$ cat config.mk
export PLATFORM = sky130hd
export DESIGN_NAME = ps2_mouse_tracker
export DESIGN_NICKNAME = d
export VERILOG_FILES = /design/src/rtl/ps2_mouse_tracker_pkg.sv /design/src/rtl/ps2_axis_accum.sv /design/src/rtl/ps2_mouse_tracker.sv
export SDC_FILE = /design/constraint.sdc
export NUM_CORES = 1
export LEC_CHECK = 0
export ABC_CLOCK_PERIOD_IN_PS = 6000
export CORE_MARGIN = 5
export CORE_UTILIZATION = 55
export DETAILED_ROUTE_END_ITERATION = 10
export PLACE_DENSITY_LB_ADDON = 0.2
export SYNTH_ARGS = -nofsm -noshare
export SYNTH_HDL_FRONTEND = slang
export SYNTH_SLANG_ARGS = --single-unit
$ cat constraint.sdc
create_clock -name clock -period 6 [get_ports clock]
set_input_delay 1.5 -clock clock [delete_from_list [all_inputs] [get_ports clock]]
set_output_delay 1.5 -clock clock [all_outputs]
set_load 0.01 [all_outputs]
$ cat src/rtl/ps2_mouse_tracker_pkg.sv
// Shared constants, FSM state encoding and small helpers for the PS/2 mouse tracker.
package ps2_mouse_tracker_pkg;

  localparam logic [7:0] CMD_RESET  = 8'hFF;
  localparam logic [7:0] CMD_ENABLE = 8'hF4;
  localparam logic [7:0] RSP_ACK    = 8'hFA;
  localparam logic [7:0] RSP_BAT    = 8'hAA;
  localparam logic [7:0] RSP_ID     = 8'h00;

  typedef enum logic [2:0] {
    S_RST_SEND = 3'd0,
    S_RST_ACK  = 3'd1,
    S_BAT      = 3'd2,
    S_ID       = 3'd3,
    S_EN_SEND  = 3'd4,
    S_EN_ACK   = 3'd5,
    S_STREAM   = 3'd6,
    S_ERROR    = 3'd7
  } state_e;

  // Byte that moves each init wait state forward.
  function automatic logic [7:0] expected_rsp(input state_e s);
    case (s)
      S_BAT:   return RSP_BAT;
      S_ID:    return RSP_ID;
      default: return RSP_ACK;
    endcase
  endfunction

  function automatic logic signed [8:0] sext9(input logic sign, input logic [7:0] low);
    return {sign, low};
  endfunction

endpackage

$ cat src/rtl/ps2_axis_accum.sv
// One cursor axis: masks overflowed deltas, scales, adds (or subtracts) and clamps to 0..MAX.
module ps2_axis_accum
  import ps2_mouse_tracker_pkg::*;
#(
  parameter int POS_W  = 8,
  parameter int MAX    = 159,
  parameter int INIT   = 80,
  parameter int SHIFT  = 0,
  parameter int INVERT = 0
) (
  input  logic             clk_i,
  input  logic             rst_ni,
  input  logic             load_i,
  input  logic             reinit_i,
  input  logic             sign_i,
  input  logic             ovf_i,
  input  logic [7:0]       low_i,
  output logic [POS_W-1:0] pos_o
);

  // Wide enough for 0..2^POS_W-1 plus any 9-bit signed delta without wrap.
  localparam int SW = (POS_W + 2 > 10) ? POS_W + 2 : 10;
  localparam logic signed [SW-1:0] MAX_S = SW'(MAX);

  logic [POS_W-1:0]     pos_q, pos_d;
  logic signed [8:0]    d_raw, d_sh;
  logic signed [SW-1:0] d_ext, pos_ext, sum;

  always_comb begin
    d_raw   = sext9(sign_i, low_i);
    d_sh    = ovf_i ? 9'sd0 : (d_raw >>> SHIFT);
    d_ext   = {{(SW-9){d_sh[8]}}, d_sh};
    pos_ext = {{(SW-POS_W){1'b0}}, pos_q};
    sum     = (INVERT != 0) ? (pos_ext - d_ext) : (pos_ext + d_ext);
    pos_d   = pos_q;
    if (reinit_i) begin
      pos_d = POS_W'(INIT);
    end else if (load_i) begin
      if (sum < 0)           pos_d = '0;
      else if (sum > MAX_S)  pos_d = POS_W'(MAX);
      else                   pos_d = sum[POS_W-1:0];
    end
  end

  always_ff @(posedge clk_i or negedge rst_ni) begin
    if (!rst_ni) pos_q <= POS_W'(INIT);
    else         pos_q <= pos_d;
  end

  assign pos_o = pos_q;

endmodule

$ cat src/rtl/ps2_mouse_tracker.sv
// PS/2 mouse tracker: init handshake with retries, 3-byte packet assembly, clamped cursor and buttons.
// Handshake: rx_en/cmd_sent/cmd_err are single-cycle strobes; cmd_send pulses once with cmd already stable.
module ps2_mouse_tracker
  import ps2_mouse_tracker_pkg::*;
#(
  parameter int X_MAX       = 159,
  parameter int Y_MAX       = 119,
  parameter int X_INIT      = 80,
  parameter int Y_INIT      = 60,
  parameter int POS_W       = 8,
  parameter int SHIFT       = 0,
  parameter int ACK_TIMEOUT = 25000000,
  parameter int GAP_TIMEOUT = 100000,
  parameter int MAX_RETRY   = 3
) (
  input  logic             clock,
  input  logic             resetn,
  input  logic [7:0]       rx_data,
  input  logic             rx_en,
  input  logic             cmd_sent,
  input  logic             cmd_err,
  output logic [7:0]       cmd,
  output logic             cmd_send,
  output logic [POS_W-1:0] x_pos,
  output logic [POS_W-1:0] y_pos,
  output logic [2:0]       buttons,
  output logic             left_click,
  output logic             pkt_valid,
  output logic             ready,
  output logic             init_error,
  output logic [3:0]       dbg_fsm
);

  localparam int TW = $clog2(ACK_TIMEOUT + 1);
  localparam int GW = $clog2(GAP_TIMEOUT + 1);
  localparam int RW = $clog2(MAX_RETRY + 1);
  localparam logic [TW-1:0] TMO_LAST   = TW'(ACK_TIMEOUT - 1);
  localparam logic [GW-1:0] GAP_LAST   = GW'(GAP_TIMEOUT - 1);
  localparam logic [RW-1:0] RETRY_LAST = RW'(MAX_RETRY - 1);

  state_e          state_q, state_d, nxt;
  logic [TW-1:0]   tmo_q, tmo_d;
  logic [GW-1:0]   gap_q, gap_d;
  logic [RW-1:0]   retry_q, retry_d;
  logic [1:0]      idx_q, idx_d;
  logic [7:0]      flags_q, flags_d, dxl_q, dxl_d, cmd_q, cmd_d;
  logic [2:0]      buttons_q, buttons_d;
  logic            saw_aa_q, saw_aa_d, cmd_send_q, cmd_send_d, cmd_done_q, cmd_done_d;
  logic            click_q, click_d, pkt_q, pkt_d;
  logic            wait_st, tmo_hit, upd, reinit;

  always_comb begin
    state_d    = state_q;
    nxt        = state_q;
    tmo_d      = tmo_q;
    gap_d      = gap_q;
    retry_d    = retry_q;
    idx_d      = idx_q;
    flags_d    = flags_q;
    dxl_d      = dxl_q;
    saw_aa_d   = saw_aa_q;
    cmd_d      = cmd_q;
    cmd_send_d = 1'b0;
    cmd_done_d = cmd_done_q | cmd_sent;
    buttons_d  = buttons_q;
    click_d    = 1'b0;
    pkt_d      = 1'b0;
    upd        = 1'b0;
    reinit     = 1'b0;
    wait_st    = 1'b0;
    tmo_hit    = (tmo_q == TMO_LAST) && !rx_en;

    case (state_q)
      S_RST_SEND: begin
        cmd_d = CMD_RESET; cmd_send_d = 1'b1; cmd_done_d = 1'b0; state_d = S_RST_ACK;
      end
      S_RST_ACK: begin wait_st = 1'b1; nxt = S_BAT;     end
      S_BAT:     begin wait_st = 1'b1; nxt = S_ID;      end
      S_ID:      begin wait_st = 1'b1; nxt = S_EN_SEND; end
      S_EN_SEND: begin
        cmd_d = CMD_ENABLE; cmd_send_d = 1'b1; cmd_done_d = 1'b0; state_d = S_EN_ACK;
      end
      S_EN_ACK:  begin wait_st = 1'b1; nxt = S_STREAM;  end
      S_STREAM: begin
        if (rx_en) begin
          gap_d    = '0;
          saw_aa_d = 1'b0;
          // AA then 00 is a freshly plugged mouse finishing its self-test.
          if (saw_aa_q && rx_data == RSP_ID) begin
            reinit    = 1'b1;
            buttons_d = '0;
            state_d   = S_EN_SEND;
          end else begin
            case (idx_q)
              2'd0: if (rx_data[3]) begin
                flags_d  = rx_data;
                idx_d    = 2'd1;
                saw_aa_d = (rx_data == RSP_BAT);
              end
              2'd1: begin dxl_d = rx_data; idx_d = 2'd2; end
              default: begin
                idx_d     = 2'd0;
                upd       = 1'b1;
                pkt_d     = 1'b1;
                buttons_d = flags_q[2:0];
                click_d   = flags_q[0] & ~buttons_q[0];
              end
            endcase
          end
        end else if (idx_q != 2'd0) begin
          if (gap_q == GAP_LAST) begin
            idx_d = 2'd0; gap_d = '0; saw_aa_d = 1'b0;
          end else begin
            gap_d = gap_q + 1'b1;
          end
        end
      end
      default: ;
    endcase

    if (wait_st) begin
      if (tmo_q != TMO_LAST) tmo_d = tmo_q + 1'b1;
      if (rx_en && rx_data == expected_rsp(state_q)) begin
        state_d = nxt;
        if (nxt == S_STREAM) retry_d = '0;
      end else if (cmd_err || tmo_hit) begin
        if (retry_q < RETRY_LAST) begin
          retry_d = retry_q + 1'b1;
          state_d = S_RST_SEND;
        end else begin
          state_d = S_ERROR;
        end
      end
    end

    if (state_d != state_q) begin
      tmo_d = '0; gap_d = '0; idx_d = 2'd0; saw_aa_d = 1'b0;
    end
  end

  always_ff @(posedge clock or negedge resetn) begin
    if (!resetn) begin
      state_q    <= S_RST_SEND;
      tmo_q      <= '0;
      gap_q      <= '0;
      retry_q    <= '0;
      idx_q      <= 2'd0;
      flags_q    <= '0;
      dxl_q      <= '0;
      saw_aa_q   <= 1'b0;
      cmd_q      <= CMD_RESET;
      cmd_send_q <= 1'b0;
      cmd_done_q <= 1'b0;
      buttons_q  <= '0;
      click_q    <= 1'b0;
      pkt_q      <= 1'b0;
    end else begin
      state_q    <= state_d;
      tmo_q      <= tmo_d;
      gap_q      <= gap_d;
      retry_q    <= retry_d;
      idx_q      <= idx_d;
      flags_q    <= flags_d;
      dxl_q      <= dxl_d;
      saw_aa_q   <= saw_aa_d;
      cmd_q      <= cmd_d;
      cmd_send_q <= cmd_send_d;
      cmd_done_q <= cmd_done_d;
      buttons_q  <= buttons_d;
      click_q    <= click_d;
      pkt_q      <= pkt_d;
    end
  end

  ps2_axis_accum #(
    .POS_W(POS_W), .MAX(X_MAX), .INIT(X_INIT), .SHIFT(SHIFT), .INVERT(0)
  ) u_x (
    .clk_i(clock), .rst_ni(resetn), .load_i(upd), .reinit_i(reinit),
    .sign_i(flags_q[4]), .ovf_i(flags_q[6]), .low_i(dxl_q), .pos_o(x_pos)
  );

  // PS/2 reports +y as up while the screen origin is the top row.
  ps2_axis_accum #(
    .POS_W(POS_W), .MAX(Y_MAX), .INIT(Y_INIT), .SHIFT(SHIFT), .INVERT(1)
  ) u_y (
    .clk_i(clock), .rst_ni(resetn), .load_i(upd), .reinit_i(reinit),
    .sign_i(flags_q[5]), .ovf_i(flags_q[7]), .low_i(rx_data), .pos_o(y_pos)
  );

  assign cmd        = cmd_q;
  assign cmd_send   = cmd_send_q;
  assign buttons    = buttons_q;
  assign left_click = click_q;
  assign pkt_valid  = pkt_q;
  assign ready      = (state_q == S_STREAM);
  assign init_error = (state_q == S_ERROR);
  assign dbg_fsm    = {cmd_done_q, state_q};

endmodule

### After elaboration in Yosys (flattened, before gate mapping)

Index checks and enable logic that the tools add are counted.

| word-level totals | value |
|---|---|
| flip-flop bits (word level) | 97 |
| bits of input ports | 13 |
| output and inout port bits | 36 |
| word-level logic and storage cells | 143 |

| operators by class | value |
|---|---|
| add/sub/neg operators | 5 |
| order comparisons | 5 |
| equal/unequal tests | 19 |
| multiplexer cells | 65 |
| bitwise logic cells | 4 |
| reductions and logical operators | 29 |

Operators with widths:

| operator | number |
|---|---|
| 17-bit 2-to-1 mux | 5 |
| 25-bit 2-to-1 mux | 3 |
| 8-bit 2-to-1 mux | 9 |
| 8-bit one-hot mux with 2 select lines | 2 |
| 25-bit by 1-bit adder with 25-bit output, second input constant | 1 |
| 25-bit == test, second input constant | 1 |
| 25-bit != test, second input constant | 1 |
| 3-bit 2-to-1 mux | 8 |
| 1-bit 2-to-1 mux | 22 |
| 2-bit 2-to-1 mux | 11 |
| 10-bit by 1-bit less-than comparator with 1-bit output, second input constant | 2 |
| 9-bit 2-to-1 mux | 2 |
| 17-bit by 1-bit adder with 17-bit output, second input constant | 1 |
| 17-bit == test, second input constant | 1 |
| 2-bit nonzero test | 8 |
| 3-bit == test, second input constant | 5 |
| 3-bit one-hot mux with 4 select lines | 1 |
| 9-bit by 9-bit adder with 10-bit output | 1 |
| 10-bit by 8-bit > comparator with 1-bit output, second input constant | 1 |
| 10-bit by 9-bit > comparator with 1-bit output, second input constant | 1 |
| 5-bit AND reduction | 2 |
| 9-bit by 9-bit subtractor with 10-bit output | 1 |
| 3-bit one-hot mux with 3 select lines | 1 |
| 8-bit == test | 1 |
| other kinds (26) | 36 |

### Longest topological paths before layout

| depth | value |
|---|---|
| depth in word-level cells | 11 |
| gate-level depth with buffers | 12 |
| depth with buffers taken out | 12 |

### Modules after synthesis

Synthesis repeated with hierarchy kept, for this count alone.

| unflattened totals | value |
|---|---|
| cells, all modules | 610 |
| area total of the unflattened synthesis | 5614.1 µm² |

By module, submodules not included:

| module | times used | cells an instance | area each (µm²) | seq. area each (µm²) |
|---|---|---|---|---|
| ps2_mouse_tracker | 1 | 422 | 3960.0 | 1828.0 |
| ps2_axis_accum at u_y | 1 | 97 | 872.1 | 205.2 |
| ps2_axis_accum at u_x | 1 | 91 | 782.0 | 202.7 |

### Least setup slack after synthesis

OpenSTA, ideal clock, no wires.

| path | value |
|---|---|
| path kind | input to register |
| start point | input rx_data[7] |
| end point | register tmo_q[19] |
| setup time | 0.066 ns |
| arrival | 4.032 ns |
| data required time | 5.934 ns |
| path slack | 1.902 ns |
| stages on the path | 10 |
| buffers on the path | 2 |
| path through | buf_2 -> nor4_4 -> nand4_1 -> or3_1 -> a221o_1 -> and4_4 -> or3_1 -> buf_2 -> or4_1 -> nand2_1 |

| between the ends | value |
|---|---|
| longest elaborated chain between the ends | 11 |
| elaborated cells between the ends (all ways) | 15 |
| classes of those cells | 2 x eq/ne; 7 x mux; 6 x reduce/logical |

Ends and longest elaborated chain:

| item | RTL line | source |
|---|---|---|
| from (decl) | ps2_mouse_tracker.sv:18 | `input logic [7:0] rx_data,` |
| 8-bit zero test | ps2_mouse_tracker.sv:89 | `if (saw_aa_q && rx_data == RSP_ID) begin` |
| 1-bit logical AND | ps2_mouse_tracker.sv:89 |  |
| 3-bit 2-to-1 mux | ps2_mouse_tracker.sv:89 |  |
| 3-bit 2-to-1 mux | ps2_mouse_tracker.sv:85 | `if (rx_en) begin` |
| 3-bit one-hot mux with 3 select lines | ps2_mouse_tracker.sv:73 | `case (state_q)` |
| 3-bit 2-to-1 mux | ps2_mouse_tracker.sv:126 | `end else if (cmd_err \|\| tmo_hit) begin` |
| 3-bit 2-to-1 mux | ps2_mouse_tracker.sv:123 | `if (rx_en && rx_data == expected_rsp(state_q)) begin` |
| 3-bit 2-to-1 mux * | ps2_mouse_tracker.sv:121 | `if (wait_st) begin` |
| 3-bit != test * | ps2_mouse_tracker.sv:136 | `if (state_d != state_q) begin` |
| 2-bit nonzero test (no source line) | -- |  |
| 2-bit AND reduction (no source line) | -- |  |
| to (signal assigned) | ps2_mouse_tracker.sv:159 | `tmo_q <= tmo_d;` |
| to (decl) | ps2_mouse_tracker.sv:42 | `logic [TW-1:0] tmo_q, tmo_d;` |

Every way passes the cells marked *; elsewhere a longest branch is shown, timed or not.
A chain may end at the register's enable or synchronous reset.

### Worst setup path in the final report

| path | value |
|---|---|
| start point | input rx_data[0] |
| end point | register u_y.pos_q[3], in the netlist u_y.pos_o[3] |

| between the ends | value |
|---|---|
| longest elaborated chain between the ends | 7 |
| elaborated cells between the ends (all ways) | 17 |
| classes of those cells | 1 x add/sub; 2 x order compare; 11 x mux; 3 x reduce/logical |

Ends and longest elaborated chain:

| item | RTL line | source |
|---|---|---|
| 9-bit 2-to-1 mux | ps2_axis_accum.sv:31 | `d_sh = ovf_i ? 9'sd0 : (d_raw >>> SHIFT);` |
| 9-bit by 9-bit subtractor with 10-bit output | ps2_axis_accum.sv:34 | `sum = (INVERT != 0) ? (pos_ext - d_ext) : (pos_ext + d_ext);` |
| 10-bit by 8-bit > comparator with 1-bit output | ps2_axis_accum.sv:40 | `else if (sum > MAX_S) pos_d = POS_W'(MAX);` |
| 8-bit 2-to-1 mux | ps2_axis_accum.sv:40 |  |
| 8-bit 2-to-1 mux | ps2_axis_accum.sv:39 | `if (sum < 0) pos_d = '0;` |
| 8-bit 2-to-1 mux | ps2_axis_accum.sv:38 | `end else if (load_i) begin` |
| 8-bit 2-to-1 mux | ps2_axis_accum.sv:36 | `if (reinit_i) begin` |
| to (signal assigned) | ps2_axis_accum.sv:46 | `if (!rst_ni) pos_q <= POS_W'(INIT);` |
| to (signal assigned) | ps2_axis_accum.sv:47 | `else pos_q <= pos_d;` |
| to (decl) | ps2_axis_accum.sv:25 | `logic [POS_W-1:0] pos_q, pos_d;` |

Several ways; a longest one is shown, not always the timed one. The select of a mux whose other input is x is not followed.

==> out/metrics.csv <==
stage,metric,value,unit
clock_tree,Num Clock Sinks,89,
global_routing,met1 Resource Use GR,27.6,%
drt,total number of vias,4225,
drt,DR iter-0 viols,181,
pwr,Leak,0.00266,uW
clock_tree,CTS Hold Bufs,0,
synthesis,"Top FF cell, synth",dfrtp_1,
drt,drt pass-1 iters,4,
min_path,Tightest Hold Check Type,reg2reg,
global_routing,Global Route Usage Sum,20.9,%
worst_setup_path,Bufs and invs on worst path,2,
global_routing,GR Layer Usage met2,36.2,%
sta,fin crit period,4.53,ns
synthesis,ys async rst share,100,%
sta,fmax,221,MHz
global_routing,vias in the first global route,4025,
clock_tree,Setup Buffers After CTS,0,
synthesis,synthesis-stage register bit count,89,
worst_setup_path,Critical Path AT,4.83,ns
clock_tree,worst-skew pair later-pin latency,0.35,ns
cells_and_area,Antenna Cells,0,
pwr,worst vdd ir,0.173,mV
floorplan,Die Height,108,um
floorplan,die area,0.0116,mm2
cells_and_area,fin nets,630,
worst_setup_path,CP Class,in2reg,
drt,DRT antenna net count,0,
worst_setup_path,reg2reg setup slack,2.43,ns
clock_tree,clock buffer depth,2,
clock_tree,CTS clock-pin slew for the worst setup and hold paths,0.09,ns
sta,final worst clock skew,0.0121,ns
placement,DP Cell Count,714,
worst_setup_path,most frequent CP cell,a21o_1,
global_routing,initial antenna violation count,0,
placement,GP Congestion,0.883,
drt,routed vias/inst,5.79,
worst_setup_path,Worst Setup End Kind,register,
status,outcome,"complete, no violations",
drt,DRC Markers,0,
global_routing,global-route wire length before repair,19700,um
sta,Tightest Pin Transition,0.937,ns
worst_setup_path,crit path cell chain,clkdlybuf4s50_1 > nor2b_1 > ha_1 > inv_1 > fa_1 > a21o_1 > a21o_1 > a21o_1 > a21oi_1 > o21ai_0 > xnor2_1 > nor3_1 > a21bo_2,
sta,setup TNS,0,ns
synthesis,"EDFF count, synth",0,
synthesis,mapped cell area,0.00526,mm2
sta,RSZ-0062 raised after global routing,false,
floorplan,I/O pin count,49,
floorplan,placement row count,35,
sta,slew margin rel.,36.6,%
worst_setup_path,Critical-path top delay cell,nor3_1,
pwr,pwr/cell area,192,mW/mm2
floorplan,Die X,108,um
worst_setup_path,CP max FO,5,
worst_setup_path,crit start category,input port,
worst_setup_path,critical path's largest stage delay,0.61,ns
sta,max-slew violations,0,
sta,Final Hold Fails,0,
synthesis,cell count after synthesis,560,
cells_and_area,Register Area,0.00224,mm2
cells_and_area,Final Non-Filler Cells,730,
clock_tree,post_cts resized,0,
sta,final setup fails,0,
floorplan,initial core utilization,56.6,%
global_routing,GR Util met3,2.82,%
clock_tree,# H-tree levels,3,
synthesis,Ys Warns,0,
worst_setup_path,"Largest delay share family, worst path",compound AO/OA/AOI/OAI gates,
placement,hpwl dp,8590,um
synthesis,post-synthesis sequential area ratio,42.5,%
clock_tree,Root Driver,clkbuf_8,
global_routing,most used routing layer,met2,
global_routing,largest net degree at the start of global routing,47,
flow_run,maxcap violations,0,
pwr,Tot Pwr,1140,uW
clock_tree,TritonCTS Buffers,9,
drt,Avg WL per Cell,16.0,um
clock_tree,CTS tree,yes,
sta,period utilization,75.6,%
cells_and_area,area growth from synthesis to layout,12.8,%
cells_and_area,Multi-input gate area,0.00284,mm2
synthesis,syn_area_per_cell,9.39,um2
drt,total routed wirelength,11700,um
cells_and_area,layout cells sized above 1,8.99,%
cells_and_area,FILL cells,791,
worst_setup_path,"Req. time, crit path",6.29,ns
placement,Port Buffer Count,43,
global_routing,grt total ovfl,0,
floorplan,CORE AREA,0.00928,mm2
synthesis,distinct cell type count after synthesis,61,
registers in the layout (all words and copies together), names as in the netlist:
name / cells
buttons: 3
cmd: 1
cmd_done_q: 1
cmd_send: 1
dxl_q: 8
flags_q: 7
gap_q: 17
idx_q: 2
left_click: 1
pkt_valid: 1
retry_q: 2
saw_aa_q: 1
state_q: 3
tmo_q: 25
u_x.pos_o: 8
u_y.pos_o: 8
kinds of logic after synthesis:
group / Yosys count / synth area share [%]
simple gates: 227 / 23.2
compound gates: 129 / 15.8
flops: 89 / 42.5
buf+inv: 42 / 3.69
xor+xnor: 31 / 5.16
fa+ha+maj: 21 / 5.28
mux: 20 / 4.19
other cells: 1 / 0.0713
worst register-to-register path, stage by stage (launching register included):
cell	delay (ns)
dfrtp_1	0.41
and3_1	0.21
nand3_1	0.38
o41ai_4	0.61
or4b_4	0.55
and4_4	0.20
or3_1	0.34
buf_4	0.22
or4_1	0.52
nand2_1	0.07
layer usage:
metal,vias up,routed length (um)
met5,-,0
met4,0,79
met3,7,463
met2,72,5990
met1,2057,5140
li1,2089,-
final cells by class:
cell class | count | area share [%]
sequential | 89 | 37.7
tap | 129 | 2.72
clock buffer | 11 | 2.38
clock inverter | 5 | 0.527
inverter | 16 | 1.01
multi-input combinational | 433 | 47.9
timing repair buffer | 47 | 7.72
final timing paths:
check                                       start                  endpoint  depth (start not counted)
max                                    rx_data[0]  u_y.pos_o[3]$_DFFE_PN1P_                         13
min                        buttons[0]$_DFFE_PN0P_      left_click$_DFF_PN0_                          1
max reg2reg                  tmo_q[2]$_DFFE_PN0P_     tmo_q[19]$_DFFE_PN0P_                          9
min reg2reg                buttons[0]$_DFFE_PN0P_      left_click$_DFF_PN0_                          1
max in group asynchronous                  resetn     tmo_q[14]$_DFFE_PN0P_                          2
min in group asynchronous                  resetn       pkt_valid$_DFF_PN0_                          1
metrics by stage:
step	util, %	hold WS [ns]	setup WS (ns)	cell area, um2
2_1_floorplan	-	0.448	1.90	5270
3_3_place_gp	62.0	0.441	1.16	5760
3_5_place_dp	62.0	0.453	1.13	5760
4_1_cts	63.9	0.465	1.50	5930
5_1_grt	63.9	0.491	1.24	5930
6_report	63.9	0.460	1.47	5930
synth_stat cells, drive strengths merged, types with 14 or more instances:
library cell	number	area share [%]
a21oi	39	3.7
nand3	15	1.4
xor2	16	2.7
nand2	49	3.5
xnor2	15	2.5
mux2	16	3.4
inv	15	1.1
or3	14	1.7
dfrtp	82	39
o21ai	32	3.0
ha	19	4.5
nor2	50	3.6
where the power goes:
part | switching [uW] | internal, uW
Sequential | 20.0 | 616
Combinational | 83.5 | 47.2
Clock | 210 | 161
Total | 313 | 824
cell usage in the layout (no fill, tap or decap), drive strengths merged, types with 5 or more instances in the layout:
master         synthesis  routed
a21o                  11      11
ha                    19      19
xnor2                 15      15
clkinv                 1       5
nand3                 15      15
inv                   15      15
nor2                  50      50
clkbuf                13      11
conb                   1       5
clkdlybuf4s50          0      42
or4                   10      10
nor3                  11      11
or3                   14      14
mux2                  16      16
dfrtp                 82      82
a31oi                  5       5
o21ai                 32      32
nand2                 49      49
nor2b                 12      12
and2                   7       7
nand2b                12      12
o31ai                 12      12
and3                  10      10
and4                   5       5
a21oi                 39      39
dfstp                  7       7
buf                   13       5
xor2                  16      16
nand4                 13      13
No activity file was read; power rests on OpenSTA's default activity.
